### src/rtl/fx_fp_pkg.sv
// Shared fixed/float definitions for the int<->float sequential converters:
// FSM state encoding and float word field positions.
package fx_fp_pkg;

  typedef enum logic [1:0] {
    IDLE = 2'd0,
    NORM = 2'd1,
    DONE = 2'd2
  } fx_state_e;

  // Default float word geometry: {sign, expo[7:0], mant[22:0]}
  localparam int FP_NUBITS = 32;
  localparam int FP_NBMANT = 23;
  localparam int FP_NBEXPO = 8;

  function automatic int fp_sign_pos(input int nubits);
    return nubits - 1;
  endfunction

  function automatic int fp_expo_lsb(input int nbmant);
    return nbmant;
  endfunction

  function automatic int fp_expo_msb(input int nbmant, input int nbexpo);
    return nbmant + nbexpo - 1;
  endfunction

endpackage

### src/rtl/i2f_pack.sv
// Float word assembly: {sign, expo, mant}, with the zero value forced to the
// all-zero word regardless of sign/expo.
module i2f_pack
  import fx_fp_pkg::*;
#(
  parameter int NUBITS = FP_NUBITS,
  parameter int NBMANT = FP_NBMANT,
  parameter int NBEXPO = FP_NBEXPO
) (
  input  logic              sign,
  input  logic [NBEXPO-1:0] expo,
  input  logic [NBMANT-1:0] mant,
  input  logic              zero,
  output logic [NUBITS-1:0] word
);

  localparam int SIGN_POS = fp_sign_pos(NUBITS);
  localparam int EXPO_LSB = fp_expo_lsb(NBMANT);
  localparam int EXPO_MSB = fp_expo_msb(NBMANT, NBEXPO);

  always_comb begin
    word = '0;
    if (!zero) begin
      word[SIGN_POS]          = sign;
      word[EXPO_MSB:EXPO_LSB] = expo;
      word[NBMANT-1:0]        = mant;
    end
  end

endmodule

### src/rtl/i2f_seq.sv
// Sequential signed-int to float converter, one normalizing shift per cycle.
// Optional round-half-up on right-shift truncation: define I2F_ROUND_EN.
module i2f_seq
  import fx_fp_pkg::*;
#(
  parameter int NUBITS = 32,
  parameter int NBMANT = 23,
  parameter int NBEXPO = 8
) (
  input  logic              clk,
  input  logic              rst,
  input  logic              start,
  input  logic [NUBITS-1:0] in,
  output logic              busy,
  output logic              done,
  output logic [NUBITS-1:0] out
);

  fx_state_e          state;
  logic               sign;
  logic [NUBITS-1:0]  mag;
  logic [NBEXPO-1:0]  expo;
  logic [NUBITS-1:0]  in_mag;
  logic [NBMANT-1:0]  mant_fin;
  logic [NUBITS-1:0]  pack_word;
  logic               mag_zero;
  logic               hi_nz;
  logic               norm_ok;

  // Two's-complement negate; -2^(NUBITS-1) maps to 2^(NUBITS-1) as unsigned.
  assign in_mag   = in[NUBITS-1] ? (~in + NUBITS'(1)) : in;
  assign mag_zero = (mag == '0);
  assign hi_nz    = |mag[NUBITS-1:NBMANT];
  assign norm_ok  = mag[NBMANT-1];

`ifdef I2F_ROUND_EN
  logic              guard;
  logic [NBMANT:0]   rnd_sum;
  assign rnd_sum  = {1'b0, mag[NBMANT-1:0]} + {{NBMANT{1'b0}}, guard};
  assign mant_fin = rnd_sum[NBMANT-1:0];
`else
  assign mant_fin = mag[NBMANT-1:0];
`endif

  i2f_pack #(
    .NUBITS (NUBITS),
    .NBMANT (NBMANT),
    .NBEXPO (NBEXPO)
  ) u_pack (
    .sign (sign),
    .expo (expo),
    .mant (mant_fin),
    .zero (mag_zero),
    .word (pack_word)
  );

  always_ff @(posedge clk) begin
    if (!rst) begin
      state <= IDLE;
      busy  <= 1'b0;
      done  <= 1'b0;
      out   <= '0;
      sign  <= 1'b0;
      mag   <= '0;
      expo  <= '0;
`ifdef I2F_ROUND_EN
      guard <= 1'b0;
`endif
    end else begin
      done <= 1'b0;
      case (state)
        IDLE: begin
          if (start) begin
            sign  <= in[NUBITS-1];
            mag   <= in_mag;
            expo  <= '0;
`ifdef I2F_ROUND_EN
            guard <= 1'b0;
`endif
            state <= NORM;
            busy  <= 1'b1;
          end
        end
        NORM: begin
          if (mag_zero) begin
            out   <= pack_word;
            done  <= 1'b1;
            state <= DONE;
          end else if (hi_nz) begin
            mag   <= mag >> 1;
            expo  <= expo + NBEXPO'(1);
`ifdef I2F_ROUND_EN
            guard <= mag[0];
`endif
          end else if (!norm_ok) begin
            mag  <= mag << 1;
            expo <= expo - NBEXPO'(1);
`ifdef I2F_ROUND_EN
          end else if (rnd_sum[NBMANT]) begin
            // Round carried out of the mantissa: absorb it as one right shift.
            mag   <= NUBITS'(rnd_sum[NBMANT:1]);
            expo  <= expo + NBEXPO'(1);
            guard <= 1'b0;
`endif
          end else begin
            out   <= pack_word;
            done  <= 1'b1;
            state <= DONE;
          end
        end
        DONE: begin
          state <= IDLE;
          busy  <= 1'b0;
        end
        default: begin
          state <= IDLE;
          busy  <= 1'b0;
        end
      endcase
    end
  end

endmodule

### config.mk
export PLATFORM = sky130hd
export DESIGN_NAME = i2f_seq
export DESIGN_NICKNAME = d
export VERILOG_FILES = /design/src/rtl/fx_fp_pkg.sv /design/src/rtl/i2f_pack.sv /design/src/rtl/i2f_seq.sv
export SDC_FILE = /design/constraint.sdc
export NUM_CORES = 1
export LEC_CHECK = 0
export ABC_AREA = 1
export CORE_MARGIN = 4
export CORE_UTILIZATION = 59
export DETAILED_ROUTE_END_ITERATION = 12
export HOLD_SLACK_MARGIN = 0.1
export PLACE_DENSITY = 0.95
export RECOVER_POWER = 50
export SYNTH_ARGS = -nofsm -noshare
export SYNTH_HDL_FRONTEND = slang
export SYNTH_SLANG_ARGS = --single-unit
### constraint.sdc
create_clock -name clk -period 7.2 [get_ports clk]
set_clock_uncertainty 0.2 [all_clocks]
set_input_delay 0.72 -clock clk [delete_from_list [all_inputs] [get_ports clk]]
set_output_delay 0.72 -clock clk [all_outputs]
set_load 0.05 [all_outputs]
# After elaboration in Yosys (flattened, before gate mapping)
# Cells that the tools add are included.
totals:
  elab_cells: 57
  output_inout_bits: 34
  input_bits: 35
  register_bits: 77
classes:
  mux: 25
  addsub: 3
  bitwise: 2
  n_reduce_logical: 12
  eq_ne: 7
op_table:
  columns: ["op", "count"]
  rows:
  - ["$mux 32", 9]
  - ["$pmux 32 s2", 1]
  - ["$add 32x1->32 const B", 1]
  - ["$logic_not 32->1", 1]
  - ["$mux 8", 4]
  - ["$not 32->32", 1]
  - ["$pmux 8 s2", 1]
  - ["$reduce_and 3->1", 3]
  - ["$reduce_or 9->1", 1]
  - ["$add 8x1->8 const B", 1]
  - ["$mux 2", 4]
  - ["$sub 8x1->8 const B", 1]
  - ["$ne 3x2->1 const B", 2]
  - ["$reduce_and 2->1", 3]
  - ["$mux 1", 4]
  - ["$ne 2x2->1 const B", 2]
  - ["$pmux 2 s2", 1]
  - ["$reduce_and 4->1", 1]
  - ["$reduce_bool 2->1", 2]
  - ["$ne 3x3->1 const B", 1]
  - ["$eq 2x1->1 const B", 1]
  - ["$logic_not 2->1", 1]
  - ["$ne 2x1->1 const B", 1]
  - ["$pmux 1 s2", 1]
  - ["$not 1->1", 1]

# Longest topological paths before layout
# Gate-level depths: netlist of run 1.
logic_depth:
  depth_word: 5
  ltp_mapped: 16
  mapped_depth_nobuf: 16

# Cells and area by module
# A second synthesis of run 1 with hierarchy kept.
unflattened:
  cells_unflattened: 800
  hier_area_um2: 4908.5
by_module_without_submodules:
  columns: ["module", "cells_per_inst", "instances", "area_each_um2", "seq_area_each_um2"]
  rows:
  - ["i2f_seq", 733, 1, 4634.4, 1541.5]
  - ["i2f_pack", 67, 1, 274.0, 0.0]

# Least setup slack after synthesis of run 1
# OpenSTA, ideal clock, no wires.
synth_timing:
  kind: "reg-to-reg"
  startpoint: "reg mag[24]"
  endpoint: "reg expo[5]"
  period_less_slack_ps: 2278
  path_stages_with_launch: 12
  setup_slack_ps: 4922
  setup_ps: 132
  n_path_buf: 0
  t_arrival_ps: 1946
  required_ps: 6868
  path_cell_list: "dfxtp_1 -> nor2_1 -> nand2_1 -> nor2_4 -> nand2_4 -> inv_1 -> ha_1 -> a21oi_1 -> o211ai_1 -> or2_2 -> nand3_1 -> a21oi_1"
synth_via:
  elab_chain_len: 4
  word_cells_on_any_way: 8
  cone_classes: "2 x eq/ne; 3 x mux; 3 x reduce/logical"
synth_lines:
  columns: ["item", "line", "source"]
  rows:
  - ["from (decl)", "i2f_seq.sv:21", "logic [NUBITS-1:0] mag;"]
  - ["from (signal assigned)", "i2f_seq.sv:75", "mag <= in_mag;"]
  - ["from (signal assigned)", "i2f_seq.sv:90", "mag <= mag >> 1;"]
  - ["from (signal assigned)", "i2f_seq.sv:96", "mag <= mag << 1;"]
  - ["$reduce_or 9->1", "i2f_seq.sv:33", "assign hi_nz = |mag[NUBITS-1:NBMANT];"]
  - ["$mux 8", "i2f_seq.sv:89", "end else if (hi_nz) begin"]
  - ["$mux 8", "i2f_seq.sv:85", "if (mag_zero) begin"]
  - ["$pmux 8 s2", "i2f_seq.sv:71", "case (state)"]
  - ["to (signal assigned)", "i2f_seq.sv:91", "expo <= expo + NBEXPO'(1);"]
  - ["to (signal assigned)", "i2f_seq.sv:97", "expo <= expo - NBEXPO'(1);"]
  - ["to (decl)", "i2f_seq.sv:22", "logic [NBEXPO-1:0] expo;"]
# Several ways; a longest one is shown, not always the timed one. The select of a mux whose other input is x is not followed.
# A chain may end at the register's enable or synchronous reset.

# Worst setup path after layout of run 1
layout_timing:
  startpoint: "reg state[0]"
  endpoint: "reg mag[14]"
layout_via:
  elab_chain_len: 3
  word_cells_on_any_way: 8
  cone_classes: "4 x eq/ne; 1 x mux; 3 x reduce/logical"
layout_lines:
  columns: ["item", "line", "source"]
  rows:
  - ["from (decl)", "i2f_seq.sv:19", "fx_state_e state;"]
  - ["from (signal assigned)", "i2f_seq.sv:59", "state <= IDLE;"]
  - ["from (signal assigned)", "i2f_seq.sv:80", "state <= NORM;"]
  - ["from (signal assigned)", "i2f_seq.sv:88", "state <= DONE;"]
  - ["$eq 2x1->1 / $logic_not 2->1 (equally long branches)", "i2f_seq.sv:71", null]
  - ["$ne 3x3->1 (no line), or another cell as far along", null, null]
  - ["$reduce_and 4->1 (no line)", null, null]
# Several ways; a longest one is shown, not always the timed one.

==> summary.txt, run 1 <==
Layout
  • Final instance area: 5459 um2
  • Layout cells sized above 1: 0.04768
  • Layout area overhead: 17.22%
  • Final core area utilization: 0.7101
  • Final nets: approximately 840
  • Diode count: 0

Routing
  • DRC Markers: 0
  • Initial DRT Pass Iterations: 6
  • DR WL/cell: roughly 14 um
  • Starting DRT DRC Count: between 600 and 700
  • Routed wire length: about 13000 um
  • Avg Vias per Cell: between 5 and 6
  • Antenna viol nets, final: 0
  • Via count: approximately 5100

Logic synthesis
  • Yosys top cell by area: dfxtp_1
  • Top-count cell post-synth: nand2_1
  • Netlist cell types: 39
  • Top_reg_cell synth: dfxtp_1
  • Synthesis-stage register bit count: between 70 and 80
  • Syn Nets: between 700 and 800
  • Seq/Total Area, Yosys: 0.3310
  • Post-synth ARST share: 0
  • Post-synth EDFFs: 0
  • Synth top area share: 0.3310
  • Mapped cell area: 4657 um2
  • Count of warnings emitted by yosys: 0
  • Avg Inst Size Synth: around 6.3 um2
  • Post-synth top cells: 205 x nand2_1, 120 x nor2_1, 79 x a21oi_1, 77 x dfxtp_1, 50 x inv_1
  • Top post-synthesis cells by area: dfxtp_1 33%, nand2_1 17%, nor2_1 9.7%, a21oi_1 8.5%, o21ai_0 4.7%
  • Syn Inst Count: about 740

Critical path
  • Critical path fanouts, max: 36
  • Delay-heaviest family, CP: simple AND/OR/NAND/NOR gates
  • Arrival time worst endpoint: roughly 4.0 ns
  • Worst EP required: 7.28 ns
  • Cell Chain, Critical Path: inv_1 -> nor2_1 -> inv_1 -> nor2_4 -> nand2_2 -> clkinv_2 -> nand2_1 -> o21ai_1 -> nor2_1 -> a21oi_1
  • Worst Setup Path Type: reg2reg
  • Number of buffers and inverters on the critical path: 3
  • Worst path slowest cell: nor2_1
  • CP Launch Type: flip-flop
  • Critical Path Max Stage Delay: around 1.1 ns
  • CP Capture Type: flip-flop

Placement
  • Setup WS pre-CTS: 3.630 ns
  • IO buf count: 68
  • Hpwl dp: roughly 9400 um
  • Placed Area: 5303 um2
  • RD Place Congestion: 0.9593

Run status
  • Status: finished with violations
  • Failing checks: max-capacitance violations, max-slew violations

Power and ir drop
  • Power Total: 0.001059 W
  • Pwr dens: 193.9 nW/um2
  • Leak pwr: 2.401 nW
  • VDD IR max: ~0.08 mV

Floorplan
  • Die width: 96.85 um
  • Starting Density: 0.6058
  • Die height: roughly 97 um
  • Die area: 9379 um2
  • Site Rows: 32
  • Core footprint: 7687 um2
  • Ports: 69

GRT
  • Pin count of the biggest net entering global routing: 41
  • First-pass GRT wire length: 21560 um
  • All-layer global routing usage: 0.2703
  • Congestion Overflow GR: 0
  • Antenna violations before repair: 0
  • Vias in the first global route: 4542

STA
  • Max-slew headroom: -0.6955
  • Final hold vios: 0
  • Fin worst setup slack: 3.285 ns
  • # setup viols final: 0
  • Fmax: approximately 0.26 GHz
  • Worst-Margin Slew: ~2.5 ns
  • Tmin final: between 3 and 4 ns
  • Max-slew violations: 114
  • Unrepaired setup endpoints after global routing: no
  • Period utilization: 0.5438
  • TNS Setup: 0 ns

Clock tree
  • H-tree levels: 3
  • Gates resized, CTS repair: 0
  • CTS max path bufs: 2
  • Later-pin clock latency in the skew report: between 0.3 and 0.4 ns
  • Clock slew at reported path FFs: approximately 0.080 ns
  • Hold Buf Count CTS: 0
  • CTS Root Cell: clkbuf_8
  • Clock sinks: 77
  • CTS tree: built
  • Num CTS Buffers: 9
  • Total setup buffers inserted after CTS: 0

Run
  • Max cap viols: 4

Min path
  • Min-delay worst type: reg2reg
==> registers in the layout (all words and copies together) (netlist names) <==
name and count:
busy 1, state 2, expo 8, out 32
sign 1, done 1, mag 32
==> where the power goes <==
group | leakage (nW) | internal, W | switching (W)
Combinational | 1.68 | 0.0000875 | 0.000161
Sequential | 0.629 | 0.000452 | 0.0000303
Clock | 0.0964 | 0.000169 | 0.000159
Total | 2.40 | 0.000708 | 0.000351
==> worst min-delay path, cell delays in order (launching register included) <==
cell and delay [ns]:
dfxtp_1 0.31, nand2_1 0.06, a21oi_1 0.05
==> stage by stage <==
stage / hold slack (ns) / instances
finish: 0.2579 / 899
CTS: 0.2632 / 899
global placement: 0.2479 / 883
global route: 0.2746 / 899
floorplan: 0.2413 / 739
detailed placement: 0.2518 / 883
==> cells by family after synthesis <==
family / after synthesis / share of synthesized area
adders and majority gates: 8 / 0.02311
and+or+nand+nor: 406 / 0.3721
AOI/OAI and AO/OA: 155 / 0.1765
buffers and inverters: 87 / 0.08597
xor gates and xnor gates: 6 / 0.01129
DFF: 77 / 0.3310
==> routing by layer <==
metal,up-vias,global-route usage,share of wire
li1,2507,-,-
met1,2235,0.3754,0.43
met2,287,0.4268,0.45
met3,46,0.04614,0.096
met4,0,0.08747,0.028
met5,-,0,0
==> cells in the final DEF, fill, tap and decap left out, types with 2 or more instances in the layout <==
cell type / Yosys / final
nor3_1: 3 / 3
o22ai_1: 5 / 5
clkbuf_1: 9 / 4
clkbuf_8: 0 / 10
nand2_2: 5 / 4
dlygate4sd3_1: 0 / 36
xnor2_1: 3 / 3
nor2_4: 4 / 3
ha_1: 7 / 7
a22oi_1: 3 / 3
nand2_4: 2 / 2
o21ai_0: 44 / 48
nand3b_1: 2 / 2
nand2_1: 205 / 206
a21oi_1: 79 / 79
o211ai_1: 6 / 6
nand3_1: 43 / 43
nor2_1: 120 / 123
dfxtp_1: 77 / 77
inv_2: 7 / 4
clkinv_2: 1 / 3
clkdlybuf4s50_1: 0 / 32
or2_2: 5 / 5
nand4_1: 10 / 10
inv_1: 50 / 53
o21ai_1: 14 / 10
xor2_1: 3 / 3
nor2_2: 3 / 2
==> area by class of cell <==
cell class | count | area [um2]
Inverter | 59 | 222.7
Multi-Input combinational cell | 575 | 2686
Fill cell | 655 | 2228
Tap cell | 102 | 127.6
Timing Repair Buffer | 70 | 688.2
Clock buffer | 12 | 145.1
Clock inverter | 4 | 47.55
Sequential cell | 77 | 1541
==> final timing paths <==
check             startpoint      end  slack [ns]  cells after the start
setup reg to reg    state[0]  mag[14]        3.29                     10
hold / removal        out[3]   out[3]        0.26                      2
hold reg to reg       out[3]   out[3]        0.26                      2
setup / recovery    state[0]  mag[14]        3.29                     10
Note: power is estimated with default switching activity, not from simulation.
==> inputs of run 2 (changes only) <==
--- a/config.mk
+++ b/config.mk
@@ -7,10 +7,10 @@
 export LEC_CHECK = 0
 export ABC_AREA = 1
 export CORE_MARGIN = 4
-export CORE_UTILIZATION = 59
+export CORE_UTILIZATION = 55
 export DETAILED_ROUTE_END_ITERATION = 12
 export HOLD_SLACK_MARGIN = 0.1
-export PLACE_DENSITY = 0.95
+export PLACE_DENSITY = 0.91
 export RECOVER_POWER = 50
 export SYNTH_ARGS = -nofsm -noshare
 export SYNTH_HDL_FRONTEND = slang
==> constraint.sdc (replaced) <==
create_clock -name clk -period 4.03 [get_ports clk]
set_clock_uncertainty 0.2 [all_clocks]
set_input_delay 0.403 -clock clk [delete_from_list [all_inputs] [get_ports clk]]
set_output_delay 0.403 -clock clk [all_outputs]
set_load 0.05 [all_outputs]
==> run 2 against run 1 <==
Effect of this change:
- setup slack worse by 2.3 ns
- largest cell class unchanged
- the flow still finishes with violations (max-capacitance violations, max-slew violations)
- die area up 6.7%
- critical path depth unchanged
- core utilization shrank 4.4 points
- hold slack about the same
- sequential share of layout area fell by 0.058 points
- first-iteration DRC count is 32% lower
- count of clock-buffer cells in the layout down 1
- sequential power rose by 78%
- clock power increased by 80%
- global-route usage is 0.89 points lower
- largest power group unchanged
- highest routed layer unchanged
==> summary.txt, run 2 (same netlist as run 1, synthesis figures left out) <==
Min path
  • Min-delay worst type: reg2reg
  • Worst Hold End: out[14]
  • Worst hold stages: 2 (unchanged)
  • Hold path start: out[14]

Clock tree
  • CTS max path bufs: 2 (unchanged)
  • Hold Buf Count CTS: 0 (unchanged)
  • Gates resized, CTS repair: 0 (unchanged)
  • Later-pin clock latency in the skew report: 0.35 ns (about the same)
  • CTS tree: built
  • Num CTS Buffers: 9 (unchanged)
  • CTS Root Cell: clkbuf_8
  • Clock slew at reported path FFs: 0.08 ns (about the same)
  • Clock sinks: 77 (unchanged)
  • H-tree levels: 3 (unchanged)
  • Total setup buffers inserted after CTS: 0 (unchanged)

GRT
  • First-pass GRT wire length: 21450 um (-0.54%)
  • Antenna violations before repair: 0 (unchanged)
  • Congestion Overflow GR: 0 (unchanged)
  • Vias in the first global route: 4738 (+4.3%)
  • All-layer global routing usage: 0.2614 (-0.008874)
  • Pin count of the biggest net entering global routing: 41 (unchanged)

Critical path
  • Reg2reg end: mag[28]
  • Most frequent CP cell: nand2_1
  • Worst EP required: 4.08 ns (-3.20 ns)
  • Cell Chain, Critical Path: nor2_1 -> nand2_1 -> nor2_2 -> nand2_1 -> nor2_4 -> nand2_1 -> nand3_1 -> nor2_1 -> nand2_1 -> a21oi_1
  • Worst path slowest cell: nand3_1
  • CP Capture Type: flip-flop
  • Worst Setup Path Type: reg2reg
  • Number of buffers and inverters on the critical path: 0 (-3)
  • CP Launch Type: flip-flop
  • Arrival time worst endpoint: 3.09 ns (-0.91 ns)
  • Delay-heaviest family, CP: simple AND/OR/NAND/NOR gates
  • Reg2reg path depth: 10 (unchanged)
  • Worst R2R Start: mag[22]
  • Critical Path Max Stage Delay: 1.03 ns (-0.07 ns)
  • Worst R2R Setup Slack: 0.99 ns (-2.30 ns)
  • Critical path fanouts, max: 36 (unchanged)

STA
  • Max-slew headroom: -0.1662 (+0.5293)
  • Fmax: 0.3285 GHz (+29%)
  • Unrepaired setup endpoints after global routing: no
  • Max-slew violations: 41 (-64%)
  • Final hold vios: 0 (unchanged)
  • # setup viols final: 0 (unchanged)
  • Worst-Margin Slew: 1.749 ns (-0.7846 ns)
  • Period utilization: 0.7553 (+0.2115)
  • TNS Setup: 0 ns (unchanged)
  • Tmin final: 3.044 ns (-0.8713 ns)

Power and ir drop
  • VDD IR max: 0.1950 mV (+140%)
  • Pwr dens: 346.0 nW/um2 (+78%)
  • Leak pwr: 2.400 nW (about the same)

Placement
  • Hpwl dp: 9533 um (+1.4%)
  • Placed cells: 887 (+0.45%)
  • IO buf count: 68 (unchanged)
  • RD Place Congestion: 1.005 (+4.8%)

Layout
  • Diode count: 0 (unchanged)
  • Most frequent cells in the layout: 207 x nand2_1, 120 x nor2_1, 79 x a21oi_1
  • Final nets: 836 (+0.12%)
  • Layout cells sized above 1: 0.05388 (+0.006206)
  • Top Registers: mag x32, out x32, expo x8
  • Commonest non-fill, non-tap cell in the layout: nand2_1
  • Fillers: 733 (+12%)
  • Final Non-Filler Cells: 903 (+0.44%)
  • Layout area overhead: 17.46%

Routing
  • Avg Vias per Cell: 5.668 (+0.40%)
  • Routed wire length: 12760 um (-0.62%)
  • Initial DRT Pass Iterations: 6 (unchanged)
  • Via count: 5118 (+0.85%)
  • Starting DRT DRC Count: 462 (-32%)
  • DR WL/cell: 14.13 um (-1.1%)
  • DRC Markers: 0 (unchanged)
  • Antenna viol nets, final: 0 (unchanged)

Floorplan
  • Die area: 10000 um2 (+6.7%)
  • Die height: 100.0 um (+3.3%)
  • Die width: 100.0 um (+3.3%)
  • Core footprint: 8217 um2 (+6.9%)
  • Ports: 69 (unchanged)
  • Site Rows: 33 (+3.1%)
  • Starting Density: 0.5668 (-0.03902)

Run status
  • Failing checks: max-capacitance violations, max-slew violations
  • Status: finished with violations

Run
  • Max cap viols: 2 (-2)
[run 2: cell count changes in the layout (fill, tap and decap cells not counted), moves of 2 or more]
| cell | change |
|---|---|
| o21ai_1 | +4 |
| nor2_1 | -3 |
| o21ai_0 | -3 |
| buf_4 | +2 |
| clkbuf_1 | -2 |
| inv_1 | -2 |
| inv_2 | +2 |
| nor2_2 | +2 |
[run 2: worst max-delay path by stage]
stage | from | end | slack (ns) | depth (start not counted)
floorplan | mag[24] | expo[5] | 1.75 | 11
global placement | in[31] | mag[20] | 1.56 | 10
detailed placement | mag[27] | expo[5] | 1.44 | 11
CTS | mag[27] | expo[5] | 1.43 | 11
global route | mag[22] | mag[28] | 0.74 | 10
finish | mag[22] | mag[28] | 0.99 | 10
[run 2: layout make-up]
type / count / area, um2 / area share
clock buffers: 11 / 141.4 / 0.02585
repair buffers: 71 / 699.4 / 0.1279
inverters: 59 / 222.7 / 0.04071
clock inverters: 5 / 57.56 / 0.01052
well taps: 105 / 131.4 / 0.02402
multi-input cells: 575 / 2676 / 0.4893
flip-flops and latches: 77 / 1541 / 0.2818
[run 2: power breakdown]
group	internal (W)	total, W	switching, W
clock network	0.000304	0.000591	0.000286
logic	0.000158	0.000442	0.000285
registers	0.000807	0.000860	0.0000532
[run 2: worst reg2reg max path, cell delays in order (launching register included)]
cell	delay (ns)
dfxtp_1	0.46
nor2_1	0.10
nand2_1	0.09
nor2_2	0.04
nand2_1	0.10
nor2_4	0.03
nand2_1	0.21
nand3_1	1.03
nor2_1	0.41
nand2_1	0.11
a21oi_1	0.16
[run 2: stage by stage]
stage / hold slack [ns] / util / cell area [um2] / setup WS, ns / total power (W)
after global routing: 0.2840 / 0.6658 / 5470 / 0.7360 / 0.001984
after CTS: 0.2640 / 0.6709 / 5513 / 1.425 / 0.001888
after global placement: 0.2484 / 0.6467 / 5314 / 1.563 / 0.001296
after detailed placement: 0.2534 / 0.6467 / 5314 / 1.436 / 0.001311
final: 0.2578 / 0.6658 / 5470 / 0.9863 / 0.001892
after floorplan: 0.2413 / - / 4657 / 1.752 / 0.001187
[run 2: metal layers]
| layer | global-route usage | part of all wire |
|---|---|---|
| met1 | 0.3451 | 0.43 |
| met2 | 0.4207 | 0.44 |
| met5 | 0 | 0 |
| met4 | 0.1161 | 0.030 |
| met3 | 0.04378 | 0.098 |
==> inputs of run 3 (changes only) <==
==> constraint.sdc (replaced) <==
create_clock -name clk -period 3 [get_ports clk]
set_clock_uncertainty 0.2 [all_clocks]
set_input_delay 0.3 -clock clk [delete_from_list [all_inputs] [get_ports clk]]
set_output_delay 0.3 -clock clk [all_outputs]
set_load 0.05 [all_outputs]
==> run 3 against run 2 <==
Effect of this change:
- the run now ends clean
- sequential share of layout area fell by 0.44 points
- setup slack got worse by 0.67 ns
- wire length rose by 1.1%
- first-iteration DRC count fell by 20%
- combinational power rose by 36%
- clock power rose by 47%
- register-to-register slack got worse by 0.66 ns
- via count fell by 1.6%
- highest routed layer unchanged
==> summary.txt, run 3 (same netlist as run 1, synthesis figures left out) <==
GRT
  • Pin count of the biggest net entering global routing: 50 (+22%)
  • Congestion Overflow GR: 0 (unchanged)
  • Vias in the first global route: 4693 (-0.95%)
  • All-layer global routing usage: 0.2595 (-0.001952)
  • First-pass GRT wire length: 21300 um (-0.68%)
  • Antenna violations before repair: 0 (unchanged)

Power and ir drop
  • VDD IR max: 0.2526 mV (+29%)
  • Seq pwr share: 0.440 (-0.014)
  • Clk pwr share: 0.332 (+0.020)
  • Power Total: 0.002628 W (+39%)
  • Sw Share: 0.3256 (-0.003980)
  • Comb power frac: 0.229 (-0.005)
  • Leak pwr: 2.443 nW (+1.8%)
  • P_sw: 0.0008559 W (+37%)
  • Pwr dens: 472.9 nW/um2 (+37%)
  • Internal Power: 0.001773 W (+40%)

Routing
  • Via count: 5037 (-1.6%)
  • Starting DRT DRC Count: 371 (-20%)
  • Antenna viol nets, final: 0 (unchanged)
  • DR WL/cell: 14.23 um (+0.72%)
  • Routed wire length: 12890 um (+1.1%)
  • Initial DRT Pass Iterations: 5 (-1)
  • Avg Vias per Cell: 5.560 (-1.9%)
  • DRC Markers: 0 (unchanged)

STA
  • Fmax: 0.3732 GHz
  • Worst-Margin Slew: 1.214 ns (-0.5349 ns)
  • # setup viols final: 0 (unchanged)
  • Fin worst setup slack: 0.3208 ns (-0.6655 ns)
  • Max-slew violations: 0 (-100%)
  • Period utilization: 0.8931
  • Tmin final: 2.679 ns
  • TNS Setup: 0 ns (unchanged)
  • Final hold slack: 0.2598 ns (+0.002034 ns)
  • Final hold vios: 0 (unchanged)
  • Max-slew headroom: 0.1904 (+0.3566)
  • Unrepaired setup endpoints after global routing: no

Clock tree
  • Clock slew at reported path FFs: 0.08 ns (about the same)
  • Gates resized, CTS repair: 0 (unchanged)
  • CTS tree: built
  • Clock sinks: 77 (unchanged)
  • H-tree levels: 3 (unchanged)
  • Num CTS Buffers: 9 (unchanged)
  • Total setup buffers inserted after CTS: 0 (unchanged)
  • Hold Buf Count CTS: 0 (unchanged)
  • CTS Root Cell: clkbuf_8
  • CTS max path bufs: 2 (unchanged)
  • Later-pin clock latency in the skew report: 0.36 ns (about the same)

Placement
  • RD Place Congestion: 1.036 (+3.1%)
  • Hpwl dp: 9565 um (+0.33%)
  • Setup WS pre-CTS: 0.3999 ns (-1.036 ns)
  • IO buf count: 68 (unchanged)

Critical path
  • Critical path fanouts, max: 49 (+36%)
  • Worst EP required: 3.07 ns (-1.01 ns)
  • CP Launch Type: input port
  • Arrival time worst endpoint: 2.75 ns (-0.34 ns)
  • CP Capture Type: flip-flop
  • Worst Setup Path Type: in2reg

Min path
  • Min-delay worst type: reg2reg

Layout
  • Diode count: 0 (unchanged)
  • Fillers: 699 (-4.6%)
  • Most frequent cells in the layout: 205 x nand2_1, 120 x nor2_1, 79 x a21oi_1
  • Top Registers: mag x32, out x32, expo x8
  • Layout area overhead: 19.34%
  • Final nets: 839 (+0.36%)
  • Multi-input logic area: 2708 um2 (+1.2%)
  • Sequential Area: 1541 um2 (unchanged)
  • Commonest non-fill, non-tap cell in the layout: nand2_1
  • Layout cells sized above 1: 0.06492 (+0.01103)

Floorplan
  • Starting Density: 0.5668 (unchanged)
  • Ports: 69 (unchanged)
  • Site Rows: 33 (unchanged)
  • Die height: 100.0 um (unchanged)
  • Die width: 100.0 um (unchanged)
  • Core footprint: 8217 um2 (unchanged)
  • Die area: 10000 um2 (unchanged)

Run
  • Max cap viols: 0 (-2)

Run status
  • Status: finished clean
-- run 3: layer usage --
metal,track usage,routed length (um),vias to the layer above
met5,0,0,-
met4,0.1192,381,0
met3,0.04170,1041,36
met2,0.4166,5863,251
met1,0.3432,5606,2225
li1,-,-,2525
-- run 3: path summary, 6_finish.rpt --
kind                               from       to  slack [ns]  cells after the start
worst min-delay path            out[10]  out[10]        0.26                      2
worst max register to register  mag[27]  expo[5]        0.33                     11
worst min register to register  out[10]  out[10]        0.26                      2
worst max-delay path                rst  mag[28]        0.32                      5
-- run 3: worst max-delay path: stages --
cell           delay [ns]
dlygate4sd3_1        0.52
clkbuf_1             0.89
inv_1                0.09
clkbuf_2             0.58
a21oi_1              0.36
-- run 3: through the flow --
step           utilization  std cells  area (um2)
6_report            0.6764        906        5558
5_1_grt             0.6764        906        5558
4_1_cts             0.6781        906        5572
3_5_place_dp        0.6510        890        5349
3_3_place_gp        0.6510        890        5349
2_1_floorplan            -        739        4657
-- run 3: area by class of cell --
class,count,area share
timing repair buffer,74,0.1317
clock buffer,9,0.02229
multi-input combinational,575,0.4872
sequential,77,0.2774
clock inverter,7,0.01778
tap,105,0.02364
inverter,59,0.04007
-- run 3: power by group through the flow --
stage	sequential, W	clock, W	combinational, W
2_1_floorplan	0.00117	0	0.000428
3_3_place_gp	0.00117	0	0.000571
3_5_place_dp	0.00118	0	0.000592
4_1_cts	0.00115	0.000876	0.000594
5_1_grt	0.00116	0.000916	0.000674
6_report	0.00116	0.000871	0.000601
